$ cat src/rtl/mc_ctrl_pkg.sv
// Shared definitions for the multicycle RV32I main controller.
// Holds the FSM state encoding, the RV32I opcodes the controller decodes,
// the ALU operation codes and the encodings of every datapath select.
package mc_ctrl_pkg;

  localparam int ALU_OP_W = 3;

  typedef enum logic [3:0] {
    FETCH    = 4'd0,
    DECODE   = 4'd1,
    MEMADR   = 4'd2,
    MEMREAD  = 4'd3,
    MEMWB    = 4'd4,
    MEMWRITE = 4'd5,
    EXEC_R   = 4'd6,
    EXEC_I   = 4'd7,
    ALUWB    = 4'd8,
    BRANCH   = 4'd9,
    JAL      = 4'd10,
    JALR     = 4'd11,
    LINK     = 4'd12,
    LUI      = 4'd13,
    ILLEGAL  = 4'd14
  } state_t;

  // Operation class handed to the ALU decoder by the FSM.
  typedef enum logic [1:0] {
    ACLS_ADD = 2'd0,  // address / PC arithmetic
    ACLS_SUB = 2'd1,  // branch compare
    ACLS_R   = 2'd2,  // register-register arithmetic
    ACLS_I   = 2'd3   // register-immediate arithmetic
  } alu_cls_t;

  localparam logic [6:0] OP_LOAD   = 7'b0000011;
  localparam logic [6:0] OP_STORE  = 7'b0100011;
  localparam logic [6:0] OP_RTYPE  = 7'b0110011;
  localparam logic [6:0] OP_IARITH = 7'b0010011;
  localparam logic [6:0] OP_BRANCH = 7'b1100011;
  localparam logic [6:0] OP_JAL    = 7'b1101111;
  localparam logic [6:0] OP_JALR   = 7'b1100111;
  localparam logic [6:0] OP_LUI    = 7'b0110111;

  localparam logic [ALU_OP_W-1:0] ALU_ADD = 3'b000;
  localparam logic [ALU_OP_W-1:0] ALU_SUB = 3'b001;
  localparam logic [ALU_OP_W-1:0] ALU_AND = 3'b010;
  localparam logic [ALU_OP_W-1:0] ALU_OR  = 3'b011;
  localparam logic [ALU_OP_W-1:0] ALU_XOR = 3'b100;

  localparam logic [1:0] SRCA_PC    = 2'b00;
  localparam logic [1:0] SRCA_OLDPC = 2'b01;
  localparam logic [1:0] SRCA_REGA  = 2'b10;
  localparam logic [1:0] SRCA_ZERO  = 2'b11;

  localparam logic [1:0] SRCB_REGB  = 2'b00;
  localparam logic [1:0] SRCB_IMM   = 2'b01;
  localparam logic [1:0] SRCB_FOUR  = 2'b10;

  localparam logic [2:0] IMM_I = 3'b000;
  localparam logic [2:0] IMM_S = 3'b001;
  localparam logic [2:0] IMM_B = 3'b010;
  localparam logic [2:0] IMM_J = 3'b011;
  localparam logic [2:0] IMM_U = 3'b100;

  localparam logic [1:0] RES_ALUOUT    = 2'b00;
  localparam logic [1:0] RES_MEMDATA   = 2'b01;
  localparam logic [1:0] RES_ALURESULT = 2'b10;

  // funct3 values supported for arithmetic: add/sub, xor, or, and.
  function automatic logic arith_f3_ok(input logic [2:0] f3);
    return (f3 == 3'b000) || (f3 == 3'b100) || (f3 == 3'b110) || (f3 == 3'b111);
  endfunction

endpackage

$ cat src/rtl/mc_alu_decoder.sv
// Combinational ALU operation decoder.
// Ports:
//   alu_cls  - operation class chosen by the FSM (see alu_cls_t)
//   funct3   - instr[14:12]
//   funct7_5 - instr[30], selects sub for register-register add
//   alu_op   - ALU operation code
module mc_alu_decoder
  import mc_ctrl_pkg::*;
(
  input  logic [1:0]          alu_cls,
  input  logic [2:0]          funct3,
  input  logic                funct7_5,
  output logic [ALU_OP_W-1:0] alu_op
);

  logic [ALU_OP_W-1:0] arith_op;

  // Shared funct3 map for R and I arithmetic; sub only exists for R-type.
  always_comb begin
    arith_op = ALU_ADD;
    case (funct3)
      3'b000:  arith_op = (funct7_5 && (alu_cls == ACLS_R)) ? ALU_SUB : ALU_ADD;
      3'b100:  arith_op = ALU_XOR;
      3'b110:  arith_op = ALU_OR;
      3'b111:  arith_op = ALU_AND;
      default: arith_op = ALU_ADD;
    endcase
  end

  always_comb begin
    alu_op = ALU_ADD;
    case (alu_cls)
      ACLS_SUB: alu_op = ALU_SUB;
      ACLS_R:   alu_op = arith_op;
      ACLS_I:   alu_op = arith_op;
      default:  alu_op = ALU_ADD;
    endcase
  end

endmodule

$ cat src/rtl/mc_main_controller.sv
// Multicycle RV32I main control FSM sitting upstream of the ALU.
// Decodes the latched instruction fields and drives the ALU op, the operand
// select muxes and the datapath write enables; resolves branches from the ALU
// zero/sign flags and stalls on mem_ready during fetch and data accesses.
// Ports:
//   clk, rst_n          - clock, synchronous active-low reset
//   opcode/funct3/funct7_5 - instruction fields from the IR
//   zero, sign_bit      - ALU flags
//   mem_ready           - memory access completes this cycle
//   alu_op, alu_src_a, alu_src_b, imm_src, result_src, adr_src - datapath selects
//   pc_write, ir_write, mem_write, reg_write - write enables
//   illegal_instr       - sticky, set on entry to the illegal state
//   instr_retired       - pulse in the last cycle of each instruction
//   state_dbg           - current FSM state
// Handshake: mem_ready is a single-cycle completion strobe; the controller holds
// its address/enable outputs stable until it sees mem_ready=1 and only samples
// it in FETCH, MEMREAD and MEMWRITE.
module mc_main_controller
  import mc_ctrl_pkg::*;
(
  input  logic                clk,
  input  logic                rst_n,
  input  logic [6:0]          opcode,
  input  logic [2:0]          funct3,
  input  logic                funct7_5,
  input  logic                zero,
  input  logic                sign_bit,
  input  logic                mem_ready,
  output logic [ALU_OP_W-1:0] alu_op,
  output logic [1:0]          alu_src_a,
  output logic [1:0]          alu_src_b,
  output logic [2:0]          imm_src,
  output logic [1:0]          result_src,
  output logic                adr_src,
  output logic                pc_write,
  output logic                ir_write,
  output logic                mem_write,
  output logic                reg_write,
  output logic                illegal_instr,
  output logic                instr_retired,
  output logic [3:0]          state_dbg
);

  state_t   state;
  state_t   next_state;
  state_t   decode_next;
  alu_cls_t alu_cls;
  logic     branch_taken;
  logic     illegal_q;
  logic     pc_write_raw;
  logic     ir_write_raw;
  logic     mem_write_raw;
  logic     reg_write_raw;
  logic     retire_raw;

  mc_alu_decoder u_alu_decoder (
    .alu_cls  (alu_cls),
    .funct3   (funct3),
    .funct7_5 (funct7_5),
    .alu_op   (alu_op)
  );

  // Instruction legality and dispatch target out of DECODE.
  always_comb begin
    decode_next = ILLEGAL;
    case (opcode)
      OP_LOAD:   decode_next = (funct3 == 3'b010) ? MEMADR : ILLEGAL;
      OP_STORE:  decode_next = (funct3 == 3'b010) ? MEMADR : ILLEGAL;
      OP_RTYPE:  decode_next = (arith_f3_ok(funct3) && (!funct7_5 || funct3 == 3'b000))
                               ? EXEC_R : ILLEGAL;
      OP_IARITH: decode_next = arith_f3_ok(funct3) ? EXEC_I : ILLEGAL;
      OP_BRANCH: decode_next = (funct3 == 3'b000 || funct3 == 3'b001 ||
                                funct3 == 3'b100 || funct3 == 3'b101) ? BRANCH : ILLEGAL;
      OP_JAL:    decode_next = JAL;
      OP_JALR:   decode_next = (funct3 == 3'b000) ? JALR : ILLEGAL;
      OP_LUI:    decode_next = LUI;
      default:   decode_next = ILLEGAL;
    endcase
  end

  // beq/bne use the zero flag of RegA-RegB; blt/bge use the sign bit alone,
  // so signed overflow is not corrected.
  always_comb begin
    branch_taken = 1'b0;
    case (funct3)
      3'b000:  branch_taken = zero;
      3'b001:  branch_taken = !zero;
      3'b100:  branch_taken = sign_bit;
      3'b101:  branch_taken = !sign_bit;
      default: branch_taken = 1'b0;
    endcase
  end

  always_comb begin
    next_state    = state;
    alu_cls       = ACLS_ADD;
    alu_src_a     = SRCA_PC;
    alu_src_b     = SRCB_REGB;
    imm_src       = IMM_I;
    result_src    = RES_ALUOUT;
    adr_src       = 1'b0;
    pc_write_raw  = 1'b0;
    ir_write_raw  = 1'b0;
    mem_write_raw = 1'b0;
    reg_write_raw = 1'b0;
    retire_raw    = 1'b0;
    case (state)
      FETCH: begin
        alu_src_b    = SRCB_FOUR;
        result_src   = RES_ALURESULT;
        ir_write_raw = mem_ready;
        pc_write_raw = mem_ready;
        if (mem_ready) next_state = DECODE;
      end
      DECODE: begin
        // Precompute the PC-relative target into ALUOut for branch/jal.
        alu_src_a  = SRCA_OLDPC;
        alu_src_b  = SRCB_IMM;
        imm_src    = (opcode == OP_JAL) ? IMM_J : IMM_B;
        next_state = decode_next;
      end
      MEMADR: begin
        alu_src_a  = SRCA_REGA;
        alu_src_b  = SRCB_IMM;
        imm_src    = (opcode == OP_STORE) ? IMM_S : IMM_I;
        next_state = (opcode == OP_STORE) ? MEMWRITE : MEMREAD;
      end
      MEMREAD: begin
        adr_src = 1'b1;
        if (mem_ready) next_state = MEMWB;
      end
      MEMWB: begin
        result_src    = RES_MEMDATA;
        reg_write_raw = 1'b1;
        retire_raw    = 1'b1;
        next_state    = FETCH;
      end
      MEMWRITE: begin
        adr_src       = 1'b1;
        mem_write_raw = 1'b1;
        retire_raw    = mem_ready;
        if (mem_ready) next_state = FETCH;
      end
      EXEC_R: begin
        alu_cls    = ACLS_R;
        alu_src_a  = SRCA_REGA;
        alu_src_b  = SRCB_REGB;
        next_state = ALUWB;
      end
      EXEC_I: begin
        alu_cls    = ACLS_I;
        alu_src_a  = SRCA_REGA;
        alu_src_b  = SRCB_IMM;
        next_state = ALUWB;
      end
      ALUWB: begin
        reg_write_raw = 1'b1;
        retire_raw    = 1'b1;
        next_state    = FETCH;
      end
      BRANCH: begin
        alu_cls      = ACLS_SUB;
        alu_src_a    = SRCA_REGA;
        alu_src_b    = SRCB_REGB;
        pc_write_raw = branch_taken;
        retire_raw   = 1'b1;
        next_state   = FETCH;
      end
      JAL: begin
        pc_write_raw = 1'b1;
        next_state   = LINK;
      end
      JALR: begin
        alu_src_a    = SRCA_REGA;
        alu_src_b    = SRCB_IMM;
        result_src   = RES_ALURESULT;
        pc_write_raw = 1'b1;
        next_state   = LINK;
      end
      LINK: begin
        // Link value OldPC+4 goes through ALUOut to ALUWB.
        alu_src_a  = SRCA_OLDPC;
        alu_src_b  = SRCB_FOUR;
        next_state = ALUWB;
      end
      LUI: begin
        alu_src_a  = SRCA_ZERO;
        alu_src_b  = SRCB_IMM;
        imm_src    = IMM_U;
        next_state = ALUWB;
      end
      ILLEGAL: next_state = ILLEGAL;
      default: next_state = ILLEGAL;
    endcase
  end

  always_ff @(posedge clk) begin
    if (!rst_n) begin
      state     <= FETCH;
      illegal_q <= 1'b0;
    end else begin
      state <= next_state;
      if (next_state == ILLEGAL) illegal_q <= 1'b1;
    end
  end

  // Reset suppresses every side effect combinationally, so an instruction
  // caught mid-flight by reset never writes or retires.
  assign pc_write      = rst_n & pc_write_raw;
  assign ir_write      = rst_n & ir_write_raw;
  assign mem_write     = rst_n & mem_write_raw;
  assign reg_write     = rst_n & reg_write_raw;
  assign instr_retired = rst_n & retire_raw;
  assign illegal_instr = illegal_q;
  assign state_dbg     = state;

endmodule

$ cat config.mk
export PLATFORM = sky130hd
export DESIGN_NAME = mc_main_controller
export DESIGN_NICKNAME = d
export VERILOG_FILES = /design/src/rtl/mc_ctrl_pkg.sv /design/src/rtl/mc_alu_decoder.sv /design/src/rtl/mc_main_controller.sv
export SDC_FILE = /design/constraint.sdc
export NUM_CORES = 1
export LEC_CHECK = 0
export ABC_AREA = 1
export ABC_CLOCK_PERIOD_IN_PS = 1700
export CAP_MARGIN = 40
export CORE_AREA = 2 2 55 57
export CTS_BUF_LIST = sky130_fd_sc_hd__clkbuf_2 sky130_fd_sc_hd__clkbuf_4 sky130_fd_sc_hd__clkbuf_8
export CTS_CLUSTER_DIAMETER = 40
export DETAILED_ROUTE_END_ITERATION = 16
export DIE_AREA = 0 0 57 59
export GPL_TIMING_DRIVEN = 0
export PLACE_DENSITY = 0.61
export SLEW_MARGIN = 20
export SYNTH_ARGS = -nofsm -noshare
export SYNTH_HDL_FRONTEND = slang
export SYNTH_SLANG_ARGS = --single-unit
export TNS_END_PERCENT = 10
$ cat constraint.sdc
create_clock -name clk -period 1.7 [get_ports clk]
set_input_delay 0.34 -clock clk [delete_from_list [all_inputs] [get_ports clk]]
set_output_delay 0.34 -clock clk [all_outputs]
set_load 0.03 [all_outputs]
==> flow_summary.json, run 1 <==
{
  "vias_per_cell": 4.884,
  "portBuffers": 38,
  "finalSetupViolCount": 4,
  "ir_drop_v": 0.0008592,
  "cts.sinks": 5,
  "syn_nets": 154,
  "dieArea_sq_um": 3363,
  "fin_nets": 202,
  "fin_crit_sh_pct": 106.1,
  "place_ws_ns": -0.9701,
  "max_freq_mhz": 554.2,
  "p_sw_mw": 0.9911,
  "stdcell_count": 216,
  "required_ns": 1.36,
  "cp_max_fo": 7,
  "syn-cell-area_sq_um": 782.0,
  "hold_path_class": "reg2reg",
  "power_density_nw_per_um2": 1303,
  "seqCellArea_sq_um": 107.6,
  "yosys_most_used_dff": "dfxtp_1",
  "pwr-share-comb_pct": 76.1,
  "cts-buffers-inserted": 3,
  "dieWidth_um": 57,
  "drc_errors": 0,
  "crit_type": "in2out",
  "yosys.area.top_type": "nand2_1",
  "stdcell_area_sq_um": 1316,
  "io_pins": 39,
  "core_sq_um": 2710,
  "async_flop_share_pct": 0,
  "switching_share_pct": 57.78,
  "cts_tree": "yes",
  "period_needed_ns": 1.804,
  "yosysMostFrequentCell": "nand2_1",
  "gp_congestion": 0.8783,
  "rows": 19,
  "ant_nets": 0,
  "vias": 1055,
  "dr.pass1.iters": 4,
  "fin_ws_ns": -0.1044,
  "insertion_delay_ns": 0.25,
  "grt_start_max_net_pins": 11,
  "grt_util_met2_pct": 28.90,
  "start_kind": "primary input",
  "final_core_util_pct": 48.57,
  "antenna_found_initial": 0,
  "cts_root_buf": "clkbuf_4",
  "slew_headroom_pct": 78.65,
  "clk_pin_slew_worst_paths_ns": 0.04,
  "cp.arrival_ns": 1.46,
  "grt-ovfl-total": 0,
  "cts_hold_buf": 0,
  "grt_pass1_wl_um": 4243,
  "busiest_layer": "met2",
  "synth_top_area_share_pct": 13.44,
  "pwr-share-seq_pct": 14.3,
  "use_met3_pct": 2.838,
  "tns_ns": -0.2045,
  "fillers": 291,
  "dp_cells": 207,
  "whs_ns": 0.4658,
  "synth-edff-count": 0,
  "area_delta_synth_final_pct": 68.32,
  "ys_warn_count": 0,
  "synth-seq-cells": 5,
  "drt-initial-drc-count": 17,
  "synth_cell_type_count": 30,
  "htree_num_levels": 1,
  "syn_avg_cell_area_sq_um": 5.667,
  "wirelength_um": 2561,
  "p_int_mw": 0.7242,
  "clockBufferDepth": 2,
  "rsz0062_at_grt": "true",
  "synth.area.top_cells": "nand2_1 (13%), dfxtp_1 (13%), inv_1 (10%)",
  "final_hold_viol_count": 0,
  "power_mw": 1.715,
  "ys_top_cells_by_count": "nand2_1 (28), inv_1 (21), nor2_1 (20)",
  "grtUsageMet1_pct": 18.91,
  "multi_input_area_sq_um": 665.6,
  "finalMaxSlewViolations": 0,
  "ys_seq_area_share_pct": 12.80,
  "fin_skew_ns": 0.004576,
  "violations": "negative setup slack",
  "placed_area_sq_um": 1226,
  "endpoint_kind": "primary output",
  "p_leak_nw": 0.6622,
  "initial_core_util_pct": 28.86,
  "drive_gt1_share_pct": 42.16,
  "place_hpwl_um": 1958,
  "grt_usage_pct": 15.99,
  "routedWlPerCell_um": 11.86,
  "outcome": "finished, violations left",
  "tightestPinTransition_ns": 0.3197,
  "dieHeight_um": 59,
  "drv_cap": 0,
  "clkPwrFrac_pct": 9.6,
  "grt_pass1_vias": 986,
  "synthCells": 138,
  "n_antenna_cell": 0
}
final timing paths:
kind                       from            end  slack, ns  cells past startpoint
hold / removal    illegal_instr  illegal_instr       0.47                      2
setup / recovery      funct3[1]      alu_op[0]      -0.10                      7
hold reg to reg   illegal_instr  illegal_instr       0.47                      2
setup reg to reg   state_dbg[3]  illegal_instr       0.36                      8
routing by layer:
layer | up-vias | part of all wire, %
li1 | 548 | -
met1 | 462 | 42
met2 | 38 | 50
met3 | 7 | 5.4
met4 | 0 | 2.1
met5 | - | 0
power groups by stage:
| stage | Combinational (mW) | Sequential, mW | Clock (mW) |
|---|---|---|---|
| floorplan | 0.756 | 0.270 | 0 |
| global placement | 1.28 | 0.216 | 0 |
| detailed placement | 1.28 | 0.217 | 0 |
| CTS | 1.27 | 0.230 | 0.160 |
| global route | 1.41 | 0.253 | 0.174 |
| finish | 1.31 | 0.246 | 0.164 |
cell type report:
type	instances	area share (%)
Tap cell	31	2.947
Inverter	29	8.840
Sequential cell	5	8.175
Timing Repair Buffer	43	27.19
Multi-Input combinational cell	104	50.57
Clock buffer	4	2.281
sequential cells by signal, indices dropped and copies added (netlist names):
| register | count |
|---|---|
| illegal_instr | 1 |
| state_dbg | 4 |
cells by family (layout without fill, tap and decap cells):
logic type / Yosys count / count (layout) / share of synthesized area (%)
AND/OR/NAND/NOR: 76 / 76 / 49.76
flip-flops: 5 / 5 / 12.80
AO/OA/AOI/OAI: 28 / 28 / 23.52
buffers and inverters: 29 / 76 / 13.92
placed cells by master (no fill, tap or decap), drive strengths merged, types with 2 or more instances in the layout:
cell / n
clkdlybuf4s50: 4
nor3: 2
a21oi: 10
clkbuf: 5
buf: 21
o21ai: 8
nor2: 27
dfxtp: 5
dlymetal6s2s: 2
inv: 28
clkdlybuf4s15: 2
dlygate4sd2: 13
a31oi: 2
nand2: 32
nand3: 13
worst max-delay path, stage by stage:
cell	delay, ns
clkdlybuf4s15_2	0.26
nor2_2	0.16
nand2_2	0.08
inv_1	0.10
a32oi_1	0.11
o32ai_2	0.21
buf_4	0.20
timing repair:
item,CTS,global route
buffers inserted,4,1
resized for setup,129,25
pin swaps,11,4
endpoints found under the hold margin,0,0
setup endpoints to repair,22,19
(Power assumes the default switching activity.)
==> run 2: changes to the inputs <==
--- a/config.mk
+++ b/config.mk
@@ -15,6 +15,7 @@
 export DIE_AREA = 0 0 57 59
 export GPL_TIMING_DRIVEN = 0
 export PLACE_DENSITY = 0.61
+export SKIP_CTS_REPAIR_TIMING = 1
 export SLEW_MARGIN = 20
 export SYNTH_ARGS = -nofsm -noshare
 export SYNTH_HDL_FRONTEND = slang
==> flow_summary.json, run 2 (synthesis results as in run 1) <==
{
  "endpoint": "pc_write",
  "drv_cap": 0,
  "start_kind": "primary input",
  "gp_congestion": 0.8783,
  "cp_num_cells": 6,
  "cts.sinks": 5,
  "violations": "negative setup slack",
  "cts_tree": "yes",
  "final_hold_viol_count": 0,
  "grt_usage_pct": 14.85,
  "endpoint_kind": "primary output",
  "area_delta_synth_final_pct": 64.00,
  "final_core_util_pct": 47.32,
  "grt-ovfl-total": 0,
  "tightestPinTransition_ns": 0.3207,
  "layout_common_cells": "nand2_1 (27), inv_1 (20), nor2_1 (16), dlymetal6s2s_1 (13), nand3_1 (11)",
  "portBuffers": 38,
  "wirelength_um": 2542,
  "dieWidth_um": 57,
  "largest_reg_flops": 4,
  "period_needed_ns": 1.966,
  "drc_errors": 0,
  "whs_ns": 0.4614,
  "finalSetupViolCount": 10,
  "htree_num_levels": 1,
  "vias_per_cell": 4.939,
  "clockBufferDepth": 2,
  "ant_nets": 0,
  "initial_core_util_pct": 28.86,
  "core_sq_um": 2710,
  "io_pins": 39,
  "insertion_delay_ns": 0.25,
  "drt-initial-drc-count": 21,
  "final_common_cell": "nand2_1",
  "slowest_stage": "clkdlybuf4s50_1",
  "r2r_end": "illegal_instr",
  "fin_skew_ns": 0.005787,
  "drive_gt1_share_pct": 34.43,
  "max_freq_mhz": 508.7,
  "r2r_slack_ns": 0.35,
  "finalMaxSlewViolations": 0,
  "ir_drop_v": 0.0007354,
  "fin_nets": 200,
  "hold_path_class": "reg2reg",
  "outcome": "finished, violations left",
  "fin_ws_ns": -0.2659,
  "rsz0062_at_grt": "true",
  "n_antenna_cell": 0,
  "p_leak_nw": 0.7291,
  "dr.pass1.iters": 4,
  "cts_root_buf": "clkbuf_4",
  "place_hpwl_um": 1958,
  "fin_crit_sh_pct": 115.6,
  "cp_max_fo": 4,
  "rr_startpoint": "state_dbg[3]",
  "required_ns": 1.36,
  "slew_headroom_pct": 78.58,
  "power_mw": 1.559,
  "grt_pass1_wl_um": 3995,
  "worstPathCellList": "clkdlybuf4s50_1, nand3_1, o211ai_1, a31oi_1, a21oi_1, buf_4",
  "fillers": 295,
  "grt_pass1_vias": 949,
  "grt_start_max_net_pins": 11,
  "worst-path-buf-inv": 2,
  "power_density_nw_per_um2": 1215,
  "cp-startpoint": "mem_ready",
  "dieArea_sq_um": 3363,
  "rows": 19,
  "routedWlPerCell_um": 11.88,
  "cp.arrival_ns": 1.63,
  "clk_pin_slew_worst_paths_ns": 0.04,
  "dieHeight_um": 59,
  "crit_family": "buffers and inverters",
  "vias": 1057,
  "antenna_found_initial": 0,
  "cpPeakStageDelay_ns": 0.53,
  "ff2ff_path_depth": 9,
  "cts-buffers-inserted": 3,
  "crit_type": "in2out"
}
## run 2: power by group
group	total, mW	switching (mW)	internal, mW
registers	0.223	0.0660	0.157
logic	1.18	0.807	0.371
clock network	0.157	0.0524	0.105
## run 2: cell type report
cell class	instances	area (sq um)	share of cell area, %
Multi-Input combinational cell	104	626.9	48.88
Timing Repair Buffer	41	369.1	28.78
Inverter	29	115.1	8.976
Sequential cell	5	102.6	8.000
Tap cell	31	38.79	3.024
Clock buffer	4	30.03	2.341
## run 2: metrics by stage
stage	area, sq um	TNS, ns	cells	setup slack [ns]
finish	1282	-1.065	214	-0.2659
global route	1282	-2.873	214	-0.3879
CTS	1256	-10.77	211	-0.9753
detailed placement	1226	-8.610	207	-0.9701
global placement	1226	-8.482	207	-0.9485
floorplan	807.0	-1.176	138	-0.2352
## run 2: worst min path at each step
stage                              from             to  slack [ns]  cells after the start
after floorplan                   rst_n  illegal_instr        0.56                      2
after global placement    illegal_instr  illegal_instr        0.45                      2
after detailed placement  illegal_instr  illegal_instr        0.46                      2
after CTS                 illegal_instr  illegal_instr        0.46                      2
after global routing      illegal_instr  illegal_instr        0.48                      2
final                     illegal_instr  illegal_instr        0.46                      2
## run 2: worst reg2reg max path, stage by stage (launching register included)
cell	delay, ns
dfxtp_1	0.40
inv_1	0.11
nand2_1	0.14
nor2_2	0.08
nand2_2	0.06
o221ai_1	0.13
nor2_2	0.13
nand2_1	0.08
nand3_2	0.06
a21oi_2	0.04
## run 2: metal layers
layer | share of wire, % | vias to the layer above | track usage [%]
met5 | 0 | - | 0
met4 | 1.5 | 0 | 6.312
met3 | 5.0 | 4 | 2.838
met2 | 51 | 38 | 25.78
met1 | 43 | 474 | 17.98
li1 | - | 541 | -
==> run 3: changes to the inputs <==
--- a/config.mk
+++ b/config.mk
@@ -6,7 +6,7 @@
 export NUM_CORES = 1
 export LEC_CHECK = 0
 export ABC_AREA = 1
-export ABC_CLOCK_PERIOD_IN_PS = 1700
+export ABC_CLOCK_PERIOD_IN_PS = 2400
 export CAP_MARGIN = 40
 export CORE_AREA = 2 2 55 57
 export CTS_BUF_LIST = sky130_fd_sc_hd__clkbuf_2 sky130_fd_sc_hd__clkbuf_4 sky130_fd_sc_hd__clkbuf_8
==> constraint.sdc (replaced) <==
create_clock -name clk -period 2.4 [get_ports clk]
set_input_delay 0.48 -clock clk [delete_from_list [all_inputs] [get_ports clk]]
set_output_delay 0.48 -clock clk [all_outputs]
set_load 0.03 [all_outputs]
==> flow_summary.json, run 3 (synthesis results as in run 1) <==
{
  "outcome": "finished, final reports clean",
  "place_hpwl_um": 1887,
  "drv_cap": 0,
  "slew_headroom_pct": 78.01,
  "final_core_util_pct": 46.40,
  "vias": 1020,
  "grt_pass1_vias": 931,
  "cts_root_buf": "clkbuf_4",
  "cpPeakStageDelay_ns": 0.46,
  "drt-initial-drc-count": 22,
  "required_ns": 1.92,
  "p_leak_nw": 0.7331,
  "grt_usage_pct": 13.24,
  "hold_depth": 2,
  "max_freq_mhz": 421.8,
  "io_pins": 39,
  "clk_pin_slew_worst_paths_ns": 0.04,
  "grt-ovfl-total": 0,
  "ir_drop_v": 0.0004180,
  "grt_pass1_wl_um": 3726,
  "layout_common_cells": "nand2_1 (28), clkdlybuf4s50_1 (23), inv_1 (21), nor2_1 (19)",
  "slowest_stage": "clkdlybuf4s50_1",
  "power_density_nw_per_um2": 898.5,
  "tns_ns": 0,
  "fin_ws_ns": 0.02930,
  "finalMaxSlewViolations": 0,
  "hold_path_class": "reg2reg",
  "drive_gt1_share_pct": 18.89,
  "fin_nets": 197,
  "dieHeight_um": 59,
  "rsz0062_at_grt": "true",
  "crit_type": "in2out",
  "vias_per_cell": 4.834,
  "cts_tree": "yes",
  "portBuffers": 38,
  "r2r_end": "illegal_instr",
  "wirelength_um": 2249,
  "finalSetupViolCount": 0,
  "min_to": "illegal_instr",
  "period_needed_ns": 2.371,
  "insertion_delay_ns": 0.23,
  "gp_congestion": 0.9412,
  "rr_startpoint": "state_dbg[1]",
  "initial_core_util_pct": 28.86,
  "dr.pass1.iters": 4,
  "routedWlPerCell_um": 10.66,
  "final_hold_viol_count": 0,
  "place_ws_ns": -0.5747,
  "drc_errors": 0,
  "cts.sinks": 5,
  "cts-buffers-inserted": 3,
  "fin_crit_sh_pct": 98.78,
  "antenna_found_initial": 0,
  "cp_max_fo": 4,
  "grt_start_max_net_pins": 11,
  "worstPathCellList": "clkdlybuf4s50_1, nor2_1, nand2_1, inv_1, a32oi_1, o32ai_1, buf_4",
  "stdcell_area_sq_um": 1257,
  "htree_num_levels": 1,
  "ff2ff_path_depth": 9,
  "fin_skew_ns": 0.002903,
  "largest_reg_flops": 4,
  "fillers": 299,
  "rows": 19,
  "final_common_cell": "nand2_1",
  "start_kind": "primary input",
  "clockBufferDepth": 2,
  "tightestPinTransition_ns": 0.3292,
  "dieArea_sq_um": 3363,
  "hp-start": "illegal_instr",
  "area_delta_synth_final_pct": 60.80,
  "r2r_slack_ns": 0.96,
  "placed_area_sq_um": 1201,
  "core_sq_um": 2710,
  "endpoint_kind": "primary output",
  "dieWidth_um": 57,
  "ant_nets": 0,
  "n_antenna_cell": 0,
  "cp.arrival_ns": 1.89
}
[run 3: how the worst max path moves through the flow]
stage / start / endpoint / cells past startpoint
2_1_floorplan: state_dbg[2] / alu_op[2] / 4
3_3_place_gp: funct3[1] / alu_op[0] / 7
3_5_place_dp: funct3[1] / alu_op[0] / 7
4_1_cts: funct3[1] / alu_op[0] / 7
5_1_grt: opcode[0] / imm_src[0] / 7
6_report: funct3[0] / alu_op[0] / 7
[run 3: area by class of cell]
type,instances,area [sq um],share of cell area [%]
multi-input cells,104,575.6,45.77
repair buffers,38,400.4,31.84
inverters,29,112.6,8.955
flip-flops and latches,5,100.1,7.960
well taps,31,38.79,3.085
clock buffers,4,30.03,2.388
[run 3: routing by layer]
layer | up-vias | GRT usage, % | part of all wire [%]
met5 | - | 0 | 0
met2 | 32 | 25.29 | 49
li1 | 533 | - | -
met4 | 0 | 3.322 | 0
met3 | 0 | 0.4367 | 6.2
met1 | 455 | 16.38 | 44
[run 3: report_power, final]
part | switching (mW) | internal (mW)
Combinational | 0.547 | 0.327
Clock | 0.0297 | 0.0738
Sequential | 0.0444 | 0.108
Total | 0.621 | 0.509
[run 3: stage by stage]
stage | power, mW | cells | hold WS [ns]
floorplan | 0.7150 | 138 | 0.5885
global placement | 1.038 | 207 | 0.4493
detailed placement | 1.042 | 207 | 0.4541
CTS | 1.151 | 211 | 0.4621
global route | 1.215 | 211 | 0.4971
finish | 1.130 | 211 | 0.4627
[run 3: worst max-delay path: cells and delay by family]
family / cells / cell delay (ns)
compound gates: 2 / 0.35
buf+inv: 3 / 0.77
simple gates: 2 / 0.30
